`config.mk`:
```
export PLATFORM = sky130hd
export DESIGN_NAME = dfr_mem_arbiter
export DESIGN_NICKNAME = d
export VERILOG_FILES = /design/src/rtl/dfr_mem_arbiter.sv
export SDC_FILE = /design/constraint.sdc
export NUM_CORES = 1
export LEC_CHECK = 0
export ABC_AREA = 1
export CORE_AREA = 2 2 103 105
export CTS_CLUSTER_DIAMETER = 120
export CTS_CLUSTER_SIZE = 24
export DETAILED_ROUTE_END_ITERATION = 8
export DIE_AREA = 0 0 105 107
export SKIP_LAST_GASP = 1
export SLEW_MARGIN = 30
export SYNTH_ARGS = -nofsm -noshare
export SYNTH_HDL_FRONTEND = slang
export SYNTH_SLANG_ARGS = --single-unit
```
`constraint.sdc`:
```
create_clock -name clk -period 4.5 [get_ports clk]
set_input_delay 1.125 -clock clk [delete_from_list [all_inputs] [get_ports clk]]
set_output_delay 1.125 -clock clk [all_outputs]
set_load 0.05 [all_outputs]
```
`src/rtl/dfr_mem_arbiter.sv`:
```
// Purpose : arbitrates one single-port, 1-cycle-read-latency RAM between host, reservoir writer and multiplier.
// Latency : grant and RAM command in the request cycle; read data and x_rvalid one cycle after the grant.
// Backpres: requesters hold req until gnt; r/m have priority, host is forced through after HOST_MAX_WAIT denials.
//
// Ports:
//   clk, rst                 clock, synchronous active-high reset
//   {h,r,m}_req/_wen/_addr/_din  access request, direction, address, write data
//   {r,m}_lock               keep the grant on the next cycle (burst)
//   {h,r,m}_gnt              access performed this cycle
//   {h,r,m}_rvalid, rdata    read return (rdata is ram_dout passthrough)
//   ram_wen/_addr/_din/_dout RAM port
//   host_starved             host wait counter saturated
// Optional: define DFR_MEM_ARB_STATS_EN to add stat_clr and the 32-bit grant/conflict counters.

module dfr_mem_arbiter #(
  parameter int ADDR_WIDTH    = 14,
  parameter int DATA_WIDTH    = 32,
  parameter int HOST_MAX_WAIT = 8
) (
  input  logic                  clk,
  input  logic                  rst,
  input  logic                  h_req,
  input  logic                  h_wen,
  input  logic [ADDR_WIDTH-1:0] h_addr,
  input  logic [DATA_WIDTH-1:0] h_din,
  input  logic                  r_req,
  input  logic                  r_wen,
  input  logic [ADDR_WIDTH-1:0] r_addr,
  input  logic [DATA_WIDTH-1:0] r_din,
  input  logic                  r_lock,
  input  logic                  m_req,
  input  logic                  m_wen,
  input  logic [ADDR_WIDTH-1:0] m_addr,
  input  logic [DATA_WIDTH-1:0] m_din,
  input  logic                  m_lock,
  output logic                  h_gnt,
  output logic                  r_gnt,
  output logic                  m_gnt,
  output logic                  h_rvalid,
  output logic                  r_rvalid,
  output logic                  m_rvalid,
  output logic [DATA_WIDTH-1:0] rdata,
  output logic                  ram_wen,
  output logic [ADDR_WIDTH-1:0] ram_addr,
  output logic [DATA_WIDTH-1:0] ram_din,
  input  logic [DATA_WIDTH-1:0] ram_dout,
`ifdef DFR_MEM_ARB_STATS_EN
  input  logic                  stat_clr,
  output logic [31:0]           stat_h_cnt,
  output logic [31:0]           stat_r_cnt,
  output logic [31:0]           stat_m_cnt,
  output logic [31:0]           stat_conflict_cnt,
`endif
  output logic                  host_starved
);

  localparam int WAIT_W = $clog2(HOST_MAX_WAIT + 1);

  localparam logic [1:0] ID_H = 2'd0;
  localparam logic [1:0] ID_R = 2'd1;
  localparam logic [1:0] ID_M = 2'd2;

  logic              rr_ptr;      // 0: reservoir preferred, 1: multiplier preferred
  logic              lock_r;      // r was granted with lock last cycle
  logic              lock_m;
  logic [WAIT_W-1:0] wait_cnt;
  logic              tag_vld;
  logic [1:0]        tag_id;
  logic              lock_cont;   // this cycle's grant is a burst continuation
  logic              gnt_any;

  assign host_starved = (wait_cnt == WAIT_W'(HOST_MAX_WAIT));

  // Priority: lock owner, starved host, r/m round-robin, host.
  always_comb begin
    h_gnt     = 1'b0;
    r_gnt     = 1'b0;
    m_gnt     = 1'b0;
    lock_cont = 1'b0;
    if (!rst) begin
      if (lock_r && r_req) begin
        r_gnt     = 1'b1;
        lock_cont = 1'b1;
      end else if (lock_m && m_req) begin
        m_gnt     = 1'b1;
        lock_cont = 1'b1;
      end else if (host_starved && h_req) begin
        h_gnt = 1'b1;
      end else if (r_req && (!m_req || !rr_ptr)) begin
        r_gnt = 1'b1;
      end else if (m_req) begin
        m_gnt = 1'b1;
      end else if (h_req) begin
        h_gnt = 1'b1;
      end
    end
  end

  assign gnt_any = h_gnt | r_gnt | m_gnt;

  always_comb begin
    ram_wen  = 1'b0;
    ram_addr = '0;
    ram_din  = '0;
    if (h_gnt) begin
      ram_wen  = h_wen;
      ram_addr = h_addr;
      ram_din  = h_din;
    end else if (r_gnt) begin
      ram_wen  = r_wen;
      ram_addr = r_addr;
      ram_din  = r_din;
    end else if (m_gnt) begin
      ram_wen  = m_wen;
      ram_addr = m_addr;
      ram_din  = m_din;
    end
  end

  always_ff @(posedge clk) begin
    if (rst) begin
      rr_ptr   <= 1'b0;
      lock_r   <= 1'b0;
      lock_m   <= 1'b0;
      wait_cnt <= '0;
      tag_vld  <= 1'b0;
      tag_id   <= ID_H;
    end else begin
      // Burst continuations do not consume a round-robin turn.
      if (!lock_cont) begin
        if (r_gnt)      rr_ptr <= 1'b1;
        else if (m_gnt) rr_ptr <= 1'b0;
      end
      lock_r <= r_gnt & r_lock;
      lock_m <= m_gnt & m_lock;

      if (!h_req || h_gnt)    wait_cnt <= '0;
      else if (!host_starved) wait_cnt <= wait_cnt + 1'b1;

      // Owner tag steers next cycle's ram_dout to the right requester.
      tag_vld <= gnt_any & ~ram_wen;
      tag_id  <= h_gnt ? ID_H : (r_gnt ? ID_R : ID_M);
    end
  end

  assign h_rvalid = tag_vld && (tag_id == ID_H);
  assign r_rvalid = tag_vld && (tag_id == ID_R);
  assign m_rvalid = tag_vld && (tag_id == ID_M);
  assign rdata    = ram_dout;

`ifdef DFR_MEM_ARB_STATS_EN
  logic conflict;
  assign conflict = (h_req & r_req) | (h_req & m_req) | (r_req & m_req);

  always_ff @(posedge clk) begin
    if (rst || stat_clr) begin
      stat_h_cnt        <= '0;
      stat_r_cnt        <= '0;
      stat_m_cnt        <= '0;
      stat_conflict_cnt <= '0;
    end else begin
      if (h_gnt && (stat_h_cnt != 32'hFFFF_FFFF))           stat_h_cnt        <= stat_h_cnt + 32'd1;
      if (r_gnt && (stat_r_cnt != 32'hFFFF_FFFF))           stat_r_cnt        <= stat_r_cnt + 32'd1;
      if (m_gnt && (stat_m_cnt != 32'hFFFF_FFFF))           stat_m_cnt        <= stat_m_cnt + 32'd1;
      if (conflict && (stat_conflict_cnt != 32'hFFFF_FFFF)) stat_conflict_cnt <= stat_conflict_cnt + 32'd1;
    end
  end
`endif

endmodule

```
==> metrics.csv <==
metric,value,unit
drtIter0Drc,130,
finClkSkew,1.51,ps
routabilityCongestion,0.815,
synth-seq-cells,10,
stdcell_area,4060,sq um
outcome,"complete, no violations",
clockRootBuffer,clkbuf_8,
cpMaxStageDelayCell,clkdlybuf4s50_1,
slew_headroom,66.3,%
setup-violations-final,0,
postRouteAntennaNets,0,
synth_area_leaders,"nand2_1, buf_4, nand3_1, dfxtp_1, buf_6",
clock_latency,230,ps
post-cts-setup-buffers,0,
cp_max_fo,4,
synth-compound-area-share,2.34,%
ios,266,
max_freq,243,MHz
die-area,11200,sq um
first_global_vias,2562,
clk_pin_slew,40,ps
nNetsFinal,655,
start_util,16.4,%
tns,0,ps
startpoint_type,input port,
fin_ws,386,ps
cts_made_buffers,3,
rows,37,
routed_wl,7910,um
final_util,40.2,%
hold_viol,0,
hpwl,6570,um
syn-num-nets,491,
cts.htree.levels,1,
antenna_found_initial,0,
setup.worst_path.end_class,primary output,
report.final.slew_viol_count,0,
power_per_cell_area,182,nW/um^2
syn_area_per_cell,5.36,sq um
drc,0,
synthFlopType,dfxtp_1,
diodes,0,
vias,2542,
ctsResizeCount,0,
synth-xor-area-share,0.529,%
crit_arrival,2990,ps
hold_class,reg2reg,
yosys.cell_count.top_type,nand2_1,
overflow,0,
rsz0062_at_grt,false,
critPathMaxStageDelay,800,ps
hold_slack,494,ps
ir_worst_vdd,0.116,mV
synthSimpleGateAreaFrac,58.3,%
synthesis.instances,309,
max_cap_violations,0,
synth_top_family_by_area,simple AND/OR/NAND/NOR gates,
synth_commonest_cells,"nand2_1, nand3_1, buf_4",
cts.path.max_buffers,2,
finalCritPeriodShare,91.4,%
synth.largest_area_cell,nand2_1,
netlist_area,1660,sq um
required,3380,ps
fin_crit,4110,ps
area_delta_synth_final,145,%
seq_area_frac_synth,12.1,%
yosysWarnings,0,
finalPower,0.738,mW
post_drt_wl_per_cell,13.0,um
async_flop_share,0,%
vias_per_cell,4.19,
io_buffers,201,
die_y,107,um
cp_top_family,buffers and inverters,
cts.sinks,10,
leakagePower,1.71,nW
drt_first_pass_iters,5,
final_layout_size_suffix_gt1_share,14.9,%
core_region_area,10100,sq um
track_usage,13.1,%
muxShareOfSynthArea,0,%
crit_type,in2out,
cts_tree,done,
tightestPinTransition,504,ps
synthDistinctLibCells,20,
dpl-instance-area,4010,sq um
grt_max_degree,48,
synth_edf_count,0,
crit_buf_inv,2,
stdcell_count,607,
hold_buffers,0,
synth.top_cell.area_share,34.9,%
synthAdderAreaFrac,1.51,%
dp.cells,604,
grt_first_pass_wirelength,12100,um
post-place-ws,381,ps
fp.dieW,105,um
crit_chain,clkdlybuf4s50_1 > a21oi_1 > nand2_1 > nand2_2 > nand4_1 > nand3_1 > clkdlybuf4s50_1,
crit_top_cell,clkdlybuf4s50_1,
worst paths after layout:
check | startpoint | to | slack, ps | depth (start not counted)
min reg2reg | rr_ptr | rr_ptr | 490 | 2
max | r_req | ram_wen | 390 | 7
max reg2reg | wait_cnt[0] | tag_vld | 2850 | 10
min | rr_ptr | rr_ptr | 490 | 2
state kept, by name, summed over array words and instances, names as in the netlist:
register and cells:
rr_ptr 1, lock_m 1, tag_id 2, tag_vld 1, lock_r 1, wait_cnt 4
report_power, final:
group / switching [mW] / internal [mW]
registers: 0.00332 / 0.0940
clock network: 0.0328 / 0.0584
logic: 0.264 / 0.285
total: 0.300 / 0.438
tightest hold or removal path, cell delays in order (launching register included):
cell     delay [ps]
dfxtp_1         320
nand2_1          70
a21oi_1          60
logic make-up (layout without fill, tap and decap cells):
| logic type | after synthesis | in the layout |
|---|---|---|
| fa+ha+maj | 2 | 2 |
| simple gates | 228 | 228 |
| xor+xnor | 1 | 1 |
| flops | 10 | 10 |
| buf+inv | 61 | 223 |
| compound gates | 7 | 7 |
final cells by class:
| cell class | instances | area (sq um) |
|---|---|---|
| Clock buffer | 3 | 41.3 |
| Fill cell | 1080 | 6040 |
| Inverter | 14 | 52.6 |
| Multi-Input combinational cell | 238 | 1040 |
| Sequential cell | 10 | 200 |
| Tap cell | 136 | 170 |
| Timing Repair Buffer | 206 | 2550 |
placed cells by master (no fill, tap or decap):
cell type        count
a21oi_1              5
buf_12              50
buf_4                4
clkbuf_8             3
clkdlybuf4s50_1    152
dfxtp_1             10
ha_1                 2
inv_1                9
inv_2                5
nand2_1            154
nand2_2              5
nand3_1             54
nand4_1              2
nand4_2              1
nor2_1               8
nor2_4               1
nor3_1               1
nor3b_1              2
o21ai_0              1
o21ai_2              1
xor2_1               1
per-layer routing:
metal / GRT usage [%] / up-vias / wire (um)
met4: 1.24 / 0 / 11
li1: - / 1264 / -
met5: 0 / - / 0
met1: 14.5 / 1122 / 3220
met2: 24.6 / 153 / 3810
met3: 4.98 / 3 / 873
No activity file was read; power rests on OpenSTA's default activity.
